<file path="config.mk">
export PLATFORM = sky130hd
export DESIGN_NAME = mini_calc_arbiter_flat
export DESIGN_NICKNAME = d
export VERILOG_FILES = /design/src/rtl/mini_calc_arbiter_if.sv /design/src/rtl/mini_calc_arbiter.sv /design/src/flat_wrapper.sv
export SDC_FILE = /design/constraint.sdc
export NUM_CORES = 1
export LEC_CHECK = 0
export CAP_MARGIN = 40
export CORE_ASPECT_RATIO = 1.75
export CORE_MARGIN = 2
export CORE_UTILIZATION = 30
export DETAILED_ROUTE_END_ITERATION = 10
export PLACE_DENSITY_LB_ADDON = 0.2
export SYNTH_ARGS = -nofsm -noshare
export SYNTH_HDL_FRONTEND = slang
export SYNTH_SLANG_ARGS = --single-unit
</file>
<file path="constraint.sdc">
create_clock -name Clk -period 2.45 [get_ports Clk]
set_input_delay 0.49 -clock Clk [delete_from_list [all_inputs] [get_ports Clk]]
set_output_delay 0.49 -clock Clk [all_outputs]
set_load 0.01 [all_outputs]
</file>
<file path="src/rtl/mini_calc_arbiter_if.sv">
// ---------------------------------------------------------------------------
// mini_calc_arbiter_if
// Bundles the two requester channels and the MiniCalc connection of the
// round-robin calculator arbiter.
//   Req0*/Req1*  : request channel (Valid/Ready, Instr, A, B) per requester
//   Rsp0*/Rsp1*  : response channel (Valid/Ready, A, B) per requester
//   Calc*        : instruction/operands to MiniCalc and its two result words
//   Busy         : arbiter is not idle
// Modports:
//   slave  : the arbiter itself
//   master : requesters plus the calculator (the environment around it)
// ---------------------------------------------------------------------------
interface mini_calc_arbiter_if #(
    parameter int INPUT_BIT_WIDTH = 8,
    parameter int INSTR_BIT_WIDTH = 4
);
    logic                       Req0Valid;
    logic                       Req0Ready;
    logic [INSTR_BIT_WIDTH-1:0] Req0Instr;
    logic [INPUT_BIT_WIDTH-1:0] Req0A;
    logic [INPUT_BIT_WIDTH-1:0] Req0B;
    logic                       Rsp0Valid;
    logic                       Rsp0Ready;
    logic [INPUT_BIT_WIDTH-1:0] Rsp0A;
    logic [INPUT_BIT_WIDTH-1:0] Rsp0B;

    logic                       Req1Valid;
    logic                       Req1Ready;
    logic [INSTR_BIT_WIDTH-1:0] Req1Instr;
    logic [INPUT_BIT_WIDTH-1:0] Req1A;
    logic [INPUT_BIT_WIDTH-1:0] Req1B;
    logic                       Rsp1Valid;
    logic                       Rsp1Ready;
    logic [INPUT_BIT_WIDTH-1:0] Rsp1A;
    logic [INPUT_BIT_WIDTH-1:0] Rsp1B;

    logic [INSTR_BIT_WIDTH-1:0] CalcInstruction;
    logic [INPUT_BIT_WIDTH-1:0] CalcInputA;
    logic [INPUT_BIT_WIDTH-1:0] CalcInputB;
    logic [INPUT_BIT_WIDTH-1:0] CalcOutputA;
    logic [INPUT_BIT_WIDTH-1:0] CalcOutputB;
    logic                       Busy;

    modport slave (
        input  Req0Valid, Req0Instr, Req0A, Req0B, Rsp0Ready,
        input  Req1Valid, Req1Instr, Req1A, Req1B, Rsp1Ready,
        input  CalcOutputA, CalcOutputB,
        output Req0Ready, Rsp0Valid, Rsp0A, Rsp0B,
        output Req1Ready, Rsp1Valid, Rsp1A, Rsp1B,
        output CalcInstruction, CalcInputA, CalcInputB, Busy
    );

    modport master (
        output Req0Valid, Req0Instr, Req0A, Req0B, Rsp0Ready,
        output Req1Valid, Req1Instr, Req1A, Req1B, Rsp1Ready,
        output CalcOutputA, CalcOutputB,
        input  Req0Ready, Rsp0Valid, Rsp0A, Rsp0B,
        input  Req1Ready, Rsp1Valid, Rsp1A, Rsp1B,
        input  CalcInstruction, CalcInputA, CalcInputB, Busy
    );
endinterface

</file>
<file path="src/rtl/mini_calc_arbiter.sv">
// ---------------------------------------------------------------------------
// mini_calc_arbiter
// Round-robin scheduler sharing one MiniCalc datapath between two requesters.
// A granted request is latched and driven stable into the calculator for
// CALC_LATENCY cycles; the result pair is then captured and returned to the
// requester that issued it. One transaction in flight at a time.
// Ports:
//   Clk   : clock, all state on rising edge
//   Reset : synchronous, active-high reset
//   bus   : request/response channels, MiniCalc connection, Busy
//           (see mini_calc_arbiter_if)
// ---------------------------------------------------------------------------
module mini_calc_arbiter #(
    parameter int                         INPUT_BIT_WIDTH = 8,
    parameter int                         INSTR_BIT_WIDTH = 4,
    parameter logic [INSTR_BIT_WIDTH-1:0] CODE_INSTR_NOP  = 4'b1111,
    parameter int                         CALC_LATENCY    = 2
) (
    input  logic                   Clk,
    input  logic                   Reset,
    mini_calc_arbiter_if.slave     bus
);

    typedef enum logic [1:0] {
        ST_IDLE    = 2'd0,
        ST_EXEC    = 2'd1,
        ST_RESPOND = 2'd2
    } state_t;

    // Count starts at LATENCY-1 so capture lands at the end of cycle T+LATENCY.
    localparam logic [7:0] COUNT_INIT = 8'(CALC_LATENCY - 1);
    localparam logic [INPUT_BIT_WIDTH-1:0] DATA_ZERO = {INPUT_BIT_WIDTH{1'b0}};

    state_t                     state_r,      state_s;
    logic                       owner_r,      owner_s;
    logic                       last_grant_r, last_grant_s;
    logic [7:0]                 count_r,      count_s;
    logic [INSTR_BIT_WIDTH-1:0] instr_r,      instr_s;
    logic [INPUT_BIT_WIDTH-1:0] op_a_r,       op_a_s;
    logic [INPUT_BIT_WIDTH-1:0] op_b_r,       op_b_s;
    logic [INPUT_BIT_WIDTH-1:0] res_a_r,      res_a_s;
    logic [INPUT_BIT_WIDTH-1:0] res_b_r,      res_b_s;
    logic                       rsp0_valid_r, rsp0_valid_s;
    logic                       rsp1_valid_r, rsp1_valid_s;
    logic                       busy_r,       busy_s;

    logic                       grant_s;
    logic                       req0_ready_s;
    logic                       req1_ready_s;
    logic                       owner_rsp_ready_s;

    // Round-robin pick: a tie goes to whoever was not granted last time.
    always_comb begin
        if (bus.Req0Valid && bus.Req1Valid) begin
            grant_s = ~last_grant_r;
        end else if (bus.Req1Valid) begin
            grant_s = 1'b1;
        end else begin
            grant_s = 1'b0;
        end
    end

    // Ready is gated by Reset so that a request arriving during reset is never accepted.
    assign req0_ready_s = !Reset && (state_r == ST_IDLE) && bus.Req0Valid && !grant_s;
    assign req1_ready_s = !Reset && (state_r == ST_IDLE) && bus.Req1Valid &&  grant_s;

    // Select the response-ready of the requester that owns the transaction.
    always_comb begin
        if (owner_r) begin
            owner_rsp_ready_s = bus.Rsp1Ready;
        end else begin
            owner_rsp_ready_s = bus.Rsp0Ready;
        end
    end

    // Next-state and next-register logic of the transaction FSM.
    always_comb begin
        state_s      = state_r;
        owner_s      = owner_r;
        last_grant_s = last_grant_r;
        count_s      = count_r;
        instr_s      = instr_r;
        op_a_s       = op_a_r;
        op_b_s       = op_b_r;
        res_a_s      = res_a_r;
        res_b_s      = res_b_r;
        rsp0_valid_s = rsp0_valid_r;
        rsp1_valid_s = rsp1_valid_r;
        busy_s       = busy_r;
        case (state_r)
            ST_IDLE: begin
                if (req0_ready_s || req1_ready_s) begin
                    state_s      = ST_EXEC;
                    owner_s      = grant_s;
                    last_grant_s = grant_s;
                    count_s      = COUNT_INIT;
                    busy_s       = 1'b1;
                    if (grant_s) begin
                        instr_s = bus.Req1Instr;
                        op_a_s  = bus.Req1A;
                        op_b_s  = bus.Req1B;
                    end else begin
                        instr_s = bus.Req0Instr;
                        op_a_s  = bus.Req0A;
                        op_b_s  = bus.Req0B;
                    end
                end else begin
                    state_s = ST_IDLE;
                end
            end
            ST_EXEC: begin
                if (count_r != 8'd0) begin
                    count_s = count_r - 8'd1;
                end else begin
                    res_a_s = bus.CalcOutputA;
                    res_b_s = bus.CalcOutputB;
                    state_s = ST_RESPOND;
                    if (owner_r) begin
                        rsp1_valid_s = 1'b1;
                    end else begin
                        rsp0_valid_s = 1'b1;
                    end
                end
            end
            ST_RESPOND: begin
                if (owner_rsp_ready_s) begin
                    // Back to idle: calculator returns to NOP with zero operands.
                    state_s      = ST_IDLE;
                    rsp0_valid_s = 1'b0;
                    rsp1_valid_s = 1'b0;
                    busy_s       = 1'b0;
                    instr_s      = CODE_INSTR_NOP;
                    op_a_s       = DATA_ZERO;
                    op_b_s       = DATA_ZERO;
                end else begin
                    state_s = ST_RESPOND;
                end
            end
            default: begin
                state_s      = ST_IDLE;
                rsp0_valid_s = 1'b0;
                rsp1_valid_s = 1'b0;
                busy_s       = 1'b0;
                instr_s      = CODE_INSTR_NOP;
                op_a_s       = DATA_ZERO;
                op_b_s       = DATA_ZERO;
            end
        endcase
    end

    // FSM state register.
    always_ff @(posedge Clk) begin
        if (Reset) begin
            state_r <= ST_IDLE;
        end else begin
            state_r <= state_s;
        end
    end

    // Arbitration, latched request, captured result and registered outputs.
    always_ff @(posedge Clk) begin
        if (Reset) begin
            owner_r      <= 1'b0;
            last_grant_r <= 1'b1;
            count_r      <= 8'd0;
            instr_r      <= CODE_INSTR_NOP;
            op_a_r       <= DATA_ZERO;
            op_b_r       <= DATA_ZERO;
            res_a_r      <= DATA_ZERO;
            res_b_r      <= DATA_ZERO;
            rsp0_valid_r <= 1'b0;
            rsp1_valid_r <= 1'b0;
            busy_r       <= 1'b0;
        end else begin
            owner_r      <= owner_s;
            last_grant_r <= last_grant_s;
            count_r      <= count_s;
            instr_r      <= instr_s;
            op_a_r       <= op_a_s;
            op_b_r       <= op_b_s;
            res_a_r      <= res_a_s;
            res_b_r      <= res_b_s;
            rsp0_valid_r <= rsp0_valid_s;
            rsp1_valid_r <= rsp1_valid_s;
            busy_r       <= busy_s;
        end
    end

    assign bus.Req0Ready       = req0_ready_s;
    assign bus.Req1Ready       = req1_ready_s;
    assign bus.Rsp0Valid       = rsp0_valid_r;
    assign bus.Rsp1Valid       = rsp1_valid_r;
    assign bus.Rsp0A           = res_a_r;
    assign bus.Rsp0B           = res_b_r;
    assign bus.Rsp1A           = res_a_r;
    assign bus.Rsp1B           = res_b_r;
    assign bus.CalcInstruction = instr_r;
    assign bus.CalcInputA      = op_a_r;
    assign bus.CalcInputB      = op_b_r;
    assign bus.Busy            = busy_r;

endmodule

</file>
<file path="src/flat_wrapper.sv">
// flat-port wrapper written by rule: the top's interface ports become plain ports
module mini_calc_arbiter_flat 
#(
    parameter int                         INPUT_BIT_WIDTH = 8,
    parameter int                         INSTR_BIT_WIDTH = 4,
    parameter logic [INSTR_BIT_WIDTH-1:0] CODE_INSTR_NOP  = 4'b1111,
    parameter int                         CALC_LATENCY    = 2
)
  (Clk, Reset, bus_Req0Valid, bus_Req0Instr, bus_Req0A, bus_Req0B, bus_Rsp0Ready, bus_Req1Valid, bus_Req1Instr, bus_Req1A, bus_Req1B, bus_Rsp1Ready, bus_CalcOutputA, bus_CalcOutputB, bus_Req0Ready, bus_Rsp0Valid, bus_Rsp0A, bus_Rsp0B, bus_Req1Ready, bus_Rsp1Valid, bus_Rsp1A, bus_Rsp1B, bus_CalcInstruction, bus_CalcInputA, bus_CalcInputB, bus_Busy);
  mini_calc_arbiter_if #(.INPUT_BIT_WIDTH(INPUT_BIT_WIDTH), .INSTR_BIT_WIDTH(INSTR_BIT_WIDTH)) bus_i ();
  input  logic Clk;
  input  logic Reset;
  input wire logic [$bits(bus_i.Req0Valid)-1:0] bus_Req0Valid;
  input wire logic [$bits(bus_i.Req0Instr)-1:0] bus_Req0Instr;
  input wire logic [$bits(bus_i.Req0A)-1:0] bus_Req0A;
  input wire logic [$bits(bus_i.Req0B)-1:0] bus_Req0B;
  input wire logic [$bits(bus_i.Rsp0Ready)-1:0] bus_Rsp0Ready;
  input wire logic [$bits(bus_i.Req1Valid)-1:0] bus_Req1Valid;
  input wire logic [$bits(bus_i.Req1Instr)-1:0] bus_Req1Instr;
  input wire logic [$bits(bus_i.Req1A)-1:0] bus_Req1A;
  input wire logic [$bits(bus_i.Req1B)-1:0] bus_Req1B;
  input wire logic [$bits(bus_i.Rsp1Ready)-1:0] bus_Rsp1Ready;
  input wire logic [$bits(bus_i.CalcOutputA)-1:0] bus_CalcOutputA;
  input wire logic [$bits(bus_i.CalcOutputB)-1:0] bus_CalcOutputB;
  output wire logic [$bits(bus_i.Req0Ready)-1:0] bus_Req0Ready;
  output wire logic [$bits(bus_i.Rsp0Valid)-1:0] bus_Rsp0Valid;
  output wire logic [$bits(bus_i.Rsp0A)-1:0] bus_Rsp0A;
  output wire logic [$bits(bus_i.Rsp0B)-1:0] bus_Rsp0B;
  output wire logic [$bits(bus_i.Req1Ready)-1:0] bus_Req1Ready;
  output wire logic [$bits(bus_i.Rsp1Valid)-1:0] bus_Rsp1Valid;
  output wire logic [$bits(bus_i.Rsp1A)-1:0] bus_Rsp1A;
  output wire logic [$bits(bus_i.Rsp1B)-1:0] bus_Rsp1B;
  output wire logic [$bits(bus_i.CalcInstruction)-1:0] bus_CalcInstruction;
  output wire logic [$bits(bus_i.CalcInputA)-1:0] bus_CalcInputA;
  output wire logic [$bits(bus_i.CalcInputB)-1:0] bus_CalcInputB;
  output wire logic [$bits(bus_i.Busy)-1:0] bus_Busy;
  assign bus_i.Req0Valid = bus_Req0Valid;
  assign bus_i.Req0Instr = bus_Req0Instr;
  assign bus_i.Req0A = bus_Req0A;
  assign bus_i.Req0B = bus_Req0B;
  assign bus_i.Rsp0Ready = bus_Rsp0Ready;
  assign bus_i.Req1Valid = bus_Req1Valid;
  assign bus_i.Req1Instr = bus_Req1Instr;
  assign bus_i.Req1A = bus_Req1A;
  assign bus_i.Req1B = bus_Req1B;
  assign bus_i.Rsp1Ready = bus_Rsp1Ready;
  assign bus_i.CalcOutputA = bus_CalcOutputA;
  assign bus_i.CalcOutputB = bus_CalcOutputB;
  assign bus_Req0Ready = bus_i.Req0Ready;
  assign bus_Rsp0Valid = bus_i.Rsp0Valid;
  assign bus_Rsp0A = bus_i.Rsp0A;
  assign bus_Rsp0B = bus_i.Rsp0B;
  assign bus_Req1Ready = bus_i.Req1Ready;
  assign bus_Rsp1Valid = bus_i.Rsp1Valid;
  assign bus_Rsp1A = bus_i.Rsp1A;
  assign bus_Rsp1B = bus_i.Rsp1B;
  assign bus_CalcInstruction = bus_i.CalcInstruction;
  assign bus_CalcInputA = bus_i.CalcInputA;
  assign bus_CalcInputB = bus_i.CalcInputB;
  assign bus_Busy = bus_i.Busy;
  mini_calc_arbiter #(.INPUT_BIT_WIDTH(INPUT_BIT_WIDTH), .INSTR_BIT_WIDTH(INSTR_BIT_WIDTH), .CODE_INSTR_NOP(CODE_INSTR_NOP), .CALC_LATENCY(CALC_LATENCY)) u_core (.Clk(Clk), .Reset(Reset), .bus(bus_i));
endmodule
</file>
==> results of run 1 <==
area by class of cell:
| cell class | instances | area, sq um | share of cell area (%) |
|---|---|---|---|
| clock buffers | 5 | 125.1 | 3.526 |
| clock inverters | 3 | 23.77 | 0.6700 |
| inverters | 8 | 30.03 | 0.8463 |
| multi-input cells | 156 | 1001 | 28.21 |
| flip-flops and latches | 51 | 1021 | 28.77 |
| well taps | 86 | 107.6 | 3.032 |
| repair buffers | 126 | 1240 | 34.94 |
cell usage in the layout, fill, tap and decap left out, types with 2 or more instances in the layout:
| cell | instances |
|---|---|
| sky130_fd_sc_hd__o21a_1 | 2 |
| sky130_fd_sc_hd__a22oi_1 | 4 |
| sky130_fd_sc_hd__clkdlybuf4s50_1 | 117 |
| sky130_fd_sc_hd__nor3_1 | 4 |
| sky130_fd_sc_hd__o21ai_0 | 5 |
| sky130_fd_sc_hd__a21oi_1 | 23 |
| sky130_fd_sc_hd__mux2i_1 | 21 |
| sky130_fd_sc_hd__a211oi_1 | 3 |
| sky130_fd_sc_hd__clkbuf_16 | 5 |
| sky130_fd_sc_hd__inv_1 | 8 |
| sky130_fd_sc_hd__or4_1 | 3 |
| sky130_fd_sc_hd__o2bb2ai_1 | 16 |
| sky130_fd_sc_hd__dfxtp_1 | 51 |
| sky130_fd_sc_hd__clkinvlp_4 | 2 |
| sky130_fd_sc_hd__buf_4 | 8 |
| sky130_fd_sc_hd__nand2_1 | 39 |
| sky130_fd_sc_hd__ha_1 | 2 |
| sky130_fd_sc_hd__nor2_1 | 14 |
| sky130_fd_sc_hd__xnor2_1 | 2 |
metrics by stage:
step | total power (W) | utilization [%] | setup WS (ps) | hold WS, ps
3_3_place_gp | 0.002214 | 47.02 | 45.69 | 444.3
2_1_floorplan | 0.001735 | - | 601.5 | 458.0
5_1_grt | 0.003083 | 49.06 | 15.90 | 486.3
6_report | 0.002882 | 49.06 | 71.34 | 463.3
3_5_place_dp | 0.002226 | 47.02 | -3.061 | 445.7
4_1_cts | 0.002938 | 49.06 | 62.99 | 466.7
critical path: cells and delay by family:
family	cells	cell delay, ps
compound gates	1	100
buf+inv	2	1130
simple gates	1	180
per-layer routing:
layer,track usage [%],part of all wire [%],up-vias
met3,4.518,7.4,8
li1,-,-,1044
met1,15.33,40,909
met4,5.025,1.5,0
met2,26.68,51,93
met5,0,0,-
flip-flops by register name, summed over array words and instances (netlist names), 2 cells and up:
| signal | count |
|---|---|
| u_core.bus.CalcInputB | 8 |
| u_core.state_r | 2 |
| u_core.bus.CalcInputA | 8 |
| u_core.count_r | 8 |
| u_core.bus.Rsp0B | 8 |
| u_core.bus.CalcInstruction | 4 |
| u_core.bus.Rsp0A | 8 |
worst paths after layout:
| path | cells past startpoint | endpoint | from | slack, ps |
|---|---|---|---|---|
| hold reg to reg | 1 | u_core.bus.CalcInputB[7] | u_core.bus.CalcInputB[7] | 460 |
| setup / recovery | 4 | bus_Req0Ready | bus_Req0Valid | 70 |
| setup reg to reg | 4 | u_core.bus.Rsp0B[5] | u_core.count_r[2] | 400 |
| hold / removal | 1 | u_core.bus.CalcInputB[7] | u_core.bus.CalcInputB[7] | 460 |
power breakdown:
| part | leakage [nW] | internal [W] | switching [W] |
|---|---|---|---|
| registers | 0.418 | 0.000988 | 0.000115 |
| logic | 0.835 | 0.000587 | 0.000499 |
| clock network | 0.0664 | 0.000382 | 0.000312 |
| total | 1.32 | 0.00196 | 0.000926 |
kinds of logic after synthesis:
| group | after synthesis | share of synthesized area (%) |
|---|---|---|
| buffers and inverters | 38 | 10.16 |
| AND/OR/NAND/NOR | 71 | 14.74 |
| multiplexers | 22 | 9.883 |
| flip-flops | 51 | 45.56 |
| XOR/XNOR | 2 | 0.7818 |
| AO/OA/AOI/OAI | 59 | 17.76 |
| adder cells (fa/ha/maj) | 2 | 1.117 |
==> flow_summary.json, run 1 <==
{
  "run_status": "complete, no violations",
  "dr.pass1.iters": 4,
  "grt_max_degree": 26,
  "number_of_filler_cells_placed_in_the_layout": 699,
  "report.final.slew_viol_count": 0,
  "synthesis.yosys.warnings": 0,
  "cts_made_buffers": 5,
  "die_w_microns": 69.33,
  "detailed_place_hpwl_mm": 4.390,
  "critPathLaunchType": "input port",
  "final.setup.tns_ps": 0,
  "cts-htree-levels": 2,
  "worst_ir_drop_vdd_mv": 0.3948,
  "worstSetupEndpointType": "output pin",
  "synth.top_cells.by_count": "sky130_fd_sc_hd__dfxtp_1, sky130_fd_sc_hd__nand2_1, sky130_fd_sc_hd__a21oi_1",
  "path_class": "input port to output pin",
  "number_of_antenna_violations_at_the_first_check_in_global_routing": 0,
  "detail_route.vias_per_cell": 4.722,
  "gr-usage-all-layers_pct": 14.53,
  "path_common_cell": "sky130_fd_sc_hd__clkdlybuf4s50_1",
  "floorplan.die.height_microns": 118.3,
  "final_worst_path_period_share_pct": 97.09,
  "synth_async_sr_flop_share_pct": 0,
  "grt_pass1_wl_mm": 9.784,
  "cts_root_buffer": "sky130_fd_sc_hd__clkbuf_16",
  "post-cts-setup-buffer-count": 0,
  "max_slew_margin_pct": 58.62,
  "tritoncts_clock_tree": "built",
  "post_synth_main_area_contributors": "sky130_fd_sc_hd__dfxtp_1, sky130_fd_sc_hd__mux2i_1, sky130_fd_sc_hd__nand2_1",
  "min_path_type": "register to register",
  "timing.critical_path.slowest_stage_cell": "sky130_fd_sc_hd__clkdlybuf4s50_1",
  "max_cap_check_violation_count": 0,
  "maxClockFrequency_ghz": 0.4204,
  "route.antenna.remaining_nets": 0,
  "worstMarginPinSlew_ps": 617.3,
  "period_needed_ps": 2379,
  "grt_pass1_vias": 2141,
  "cts.sink_count": 51,
  "p_per_area_nw_per_um2": 812.3,
  "grt_overflow": 0,
  "cts_max_path_buffers": 2,
  "netlist_area_sq_um": 2241,
  "syn_nets": 309,
  "layout-drive-gt1-share_pct": 6.017,
  "postSynthCellCount": 245,
  "detailedRoute.firstIterationViolations": 71,
  "layout.cells.non_filler": 435,
  "num_rows": 41,
  "rsz_0062_raised_after_global_routing": "false",
  "crit_path_cell_trace": "clkdlybuf4s50_1, a21boi_2, nor3_1, clkdlybuf4s50_1",
  "syn-mean-instance-area_sq_um": 9.147,
  "critical_path_max_stage_delay_ps": 580,
  "worst_setup_hold_path_clk_slew_ps": 70,
  "final_cell_area_sq_um": 3548,
  "largest_fanout_on_the_critical_path": 5,
  "clk-insertion-delay-late_ps": 290,
  "worst_clock_skew_ps": 5.554,
  "port-buffer-count": 118,
  "ys_ff_latch": 51,
  "cts-resized-gates": 1,
  "routedWlPerCell_microns": 12.92,
  "gp_congestion": 0.7256,
  "power.static_leakage_nw": 1.319,
  "synthDominantAreaCellType": "sky130_fd_sc_hd__dfxtp_1",
  "critPathRequiredTime_ps": 1960,
  "routed_wl_mm": 5.622,
  "design.portCount": 119,
  "finish.net_count": 412,
  "number_of_synthesized_flops_with_an_enable_pin": 0,
  "synth_seq_area_share_pct": 45.56,
  "placed_cell_count": 427,
  "start_util_pct": 30.98,
  "dpl-instance-area_sq_um": 3401,
  "arrival_ps": 1890,
  "holdBufCountCts": 0,
  "floorplan.core_area_sq_um": 7233,
  "num_antenna_cells": 0,
  "setup_viols_final": 0,
  "hold_viol": 0,
  "synth.distinct_cells": 37,
  "signed_area_change_from_the_synthesized_netlist_to_the_final_layout_pct": 58.35,
  "synth.most_common_cell": "sky130_fd_sc_hd__dfxtp_1",
  "synth-main-ff-cell": "sky130_fd_sc_hd__dfxtp_1",
  "die_area_sq_um": 8204,
  "vias": 2054,
  "route.detailed.drc": 0,
  "netlist.area_leader.share_pct": 45.56
}
Power figures use the tool's default switching activity.
==> run 2: changes to the inputs <==
- CORE_ASPECT_RATIO: 1.75 -> 1.1
==> flow_summary.json, run 2 (synthesized netlist as in run 1, its figures left out) <==
{
  "run_status": "complete, no violations",
  "crit_buf_inv": 1,
  "power.static_leakage_nw": 1.352,
  "hold_viol": 0,
  "final.setup.tns_ps": 0,
  "detail_route.vias_per_cell": 4.764,
  "grt_pass1_vias": 2036,
  "rsz_0062_raised_after_global_routing": "false",
  "setup_viols_final": 0,
  "max_cap_check_violation_count": 0,
  "p_per_area_nw_per_um2": 810.6,
  "grt_max_degree": 27,
  "worst_setup_hold_path_clk_slew_ps": 90,
  "worst_ir_drop_vdd_mv": 0.2863,
  "use_met3_pct": 6.031,
  "die_area_sq_um": 8178,
  "layout-drive-gt1-share_pct": 6.304,
  "crit_path_cell_trace": "inv_1, ha_1, or3b_2, or3_1, nand2_1, a21oi_1",
  "num_antenna_cells": 0,
  "gr-usage-all-layers_pct": 13.94,
  "floorplan.core_area_sq_um": 7350,
  "cts-htree-levels": 2,
  "layout.cells.non_filler": 436,
  "path_class": "register to register",
  "routed_wl_mm": 5.525,
  "cts.sink_count": 51,
  "maxClockFrequency_ghz": 0.4777,
  "route.detailed.drc": 0,
  "critPathTopFamily": "simple AND/OR/NAND/NOR gates",
  "dr.pass1.iters": 4,
  "num_rows": 33,
  "route.antenna.remaining_nets": 0,
  "post-cts-setup-buffer-count": 0,
  "die_w_microns": 86.41,
  "detailedRoute.firstIterationViolations": 93,
  "grt_overflow": 0,
  "clk-insertion-delay-late_ps": 310,
  "critical_path_max_stage_delay_ps": 610,
  "worst_clock_skew_ps": 5.701,
  "number_of_antenna_violations_at_the_first_check_in_global_routing": 0,
  "holdBufCountCts": 0,
  "start_util_pct": 30.49,
  "worstSetupEndpointType": "register",
  "layout_commonest_cell": "sky130_fd_sc_hd__clkdlybuf4s50_1",
  "max_slew_margin_pct": 38.33,
  "floorplan.die.height_microns": 94.65,
  "cts_root_buffer": "sky130_fd_sc_hd__clkbuf_8",
  "cts_made_buffers": 5,
  "port-buffer-count": 118,
  "critPathRequiredTime_ps": 2640,
  "critPathLaunchType": "register",
  "worstMarginPinSlew_ps": 917.1,
  "min_path_type": "register to register",
  "detailed_place_hpwl_mm": 4.141,
  "period_needed_ps": 2093,
  "largest_fanout_on_the_critical_path": 17,
  "grt_pass1_wl_mm": 9.149,
  "final_cell_area_sq_um": 3553,
  "signed_area_change_from_the_synthesized_netlist_to_the_final_layout_pct": 58.57,
  "routedWlPerCell_microns": 12.67,
  "gp_congestion": 0.7168,
  "vias": 2077,
  "dpl-instance-area_sq_um": 3402,
  "report.final.slew_viol_count": 0,
  "cts_max_path_buffers": 2,
  "final_cell_mix": "sky130_fd_sc_hd__clkdlybuf4s50_1, sky130_fd_sc_hd__dfxtp_1, sky130_fd_sc_hd__nand2_1",
  "arrival_ps": 2280,
  "grt_util_met1_pct": 16.10,
  "finish.net_count": 412,
  "grt_most_used_layer": "met2",
  "placed_cell_count": 428,
  "final_worst_path_period_share_pct": 85.44,
  "design.portCount": 119,
  "global_route.usage.met2_pct": 23.21,
  "timing.critical_path.slowest_stage_cell": "sky130_fd_sc_hd__or3_1",
  "tritoncts_clock_tree": "built"
}
-- run 2: cell types whose count changed in the layout (fill, tap and decap cells not counted), moves of 2 or more --
cell                             before  now
sky130_fd_sc_hd__bufinv_16            0    2
sky130_fd_sc_hd__clkbuf_16            5    0
sky130_fd_sc_hd__clkbuf_8             0    5
sky130_fd_sc_hd__dlymetal6s2s_1       0    2
-- run 2: what timing repair did --
| item | CTS | global route |
|---|---|---|
| endpoints found under the setup margin | 0 | 2 |
| hold endpoints to repair | 0 | 0 |
| gates resized for setup | 0 | 4 |
-- run 2: layout make-up --
type | instances | area [sq um]
clock buffer | 5 | 68.82
clock inverter | 3 | 67.56
fill | 708 | 3796
inverter | 8 | 30.03
multi-input combinational | 156 | 1011
sequential | 51 | 1021
tap | 87 | 108.9
timing repair buffer | 126 | 1246
-- run 2: worst register-to-register path: stages (launching register included) --
cell,delay [ps]
sky130_fd_sc_hd__dfxtp_1,340
sky130_fd_sc_hd__inv_1,90
sky130_fd_sc_hd__ha_1,190
sky130_fd_sc_hd__or3b_2,500
sky130_fd_sc_hd__or3_1,610
sky130_fd_sc_hd__nand2_1,160
sky130_fd_sc_hd__a21oi_1,80
-- run 2: final timing paths --
path	slack, ps	to	startpoint	depth (start not counted)
hold / removal	470	u_core.bus.Busy	u_core.bus.Busy	1
setup reg to reg	360	u_core.bus.Rsp0B[1]	u_core.count_r[0]	6
setup / recovery	360	u_core.bus.Rsp0B[1]	u_core.count_r[0]	6
hold reg to reg	470	u_core.bus.Busy	u_core.bus.Busy	1
-- run 2: routing by layer --
metal  part of all wire [%]  vias up
met3                     10        5
li1                       -     1042
met2                     46       89
met5                      0        -
met4                    1.2        0
met1                     43      941
-- run 2: power by group --
part           total, W  leakage, nW  internal [W]  switching (W)
clock          0.000694       0.0644      0.000407       0.000287
combinational   0.00108        0.870      0.000582       0.000501
sequential      0.00110        0.418      0.000987       0.000116
total           0.00288         1.35       0.00198       0.000905
-- run 2: stage by stage --
| stage | power [W] | hold WS (ps) | util (%) | setup slack (ps) |
|---|---|---|---|---|
| 3_3_place_gp | 0.002197 | 443.2 | 46.29 | 33.11 |
| 6_report | 0.002880 | 466.7 | 48.35 | 356.6 |
| 3_5_place_dp | 0.002212 | 448.2 | 46.29 | 21.97 |
| 5_1_grt | 0.003078 | 490.1 | 48.35 | 195.6 |
| 4_1_cts | 0.002911 | 471.9 | 48.14 | 16.52 |
| 2_1_floorplan | 0.001735 | 458.0 | - | 601.5 |
==> run 3: changes to the inputs <==
- CTS_CLUSTER_SIZE: default -> 12
==> results of run 3 <==
Final layout, timing and power as in run 2 (identical DEF).
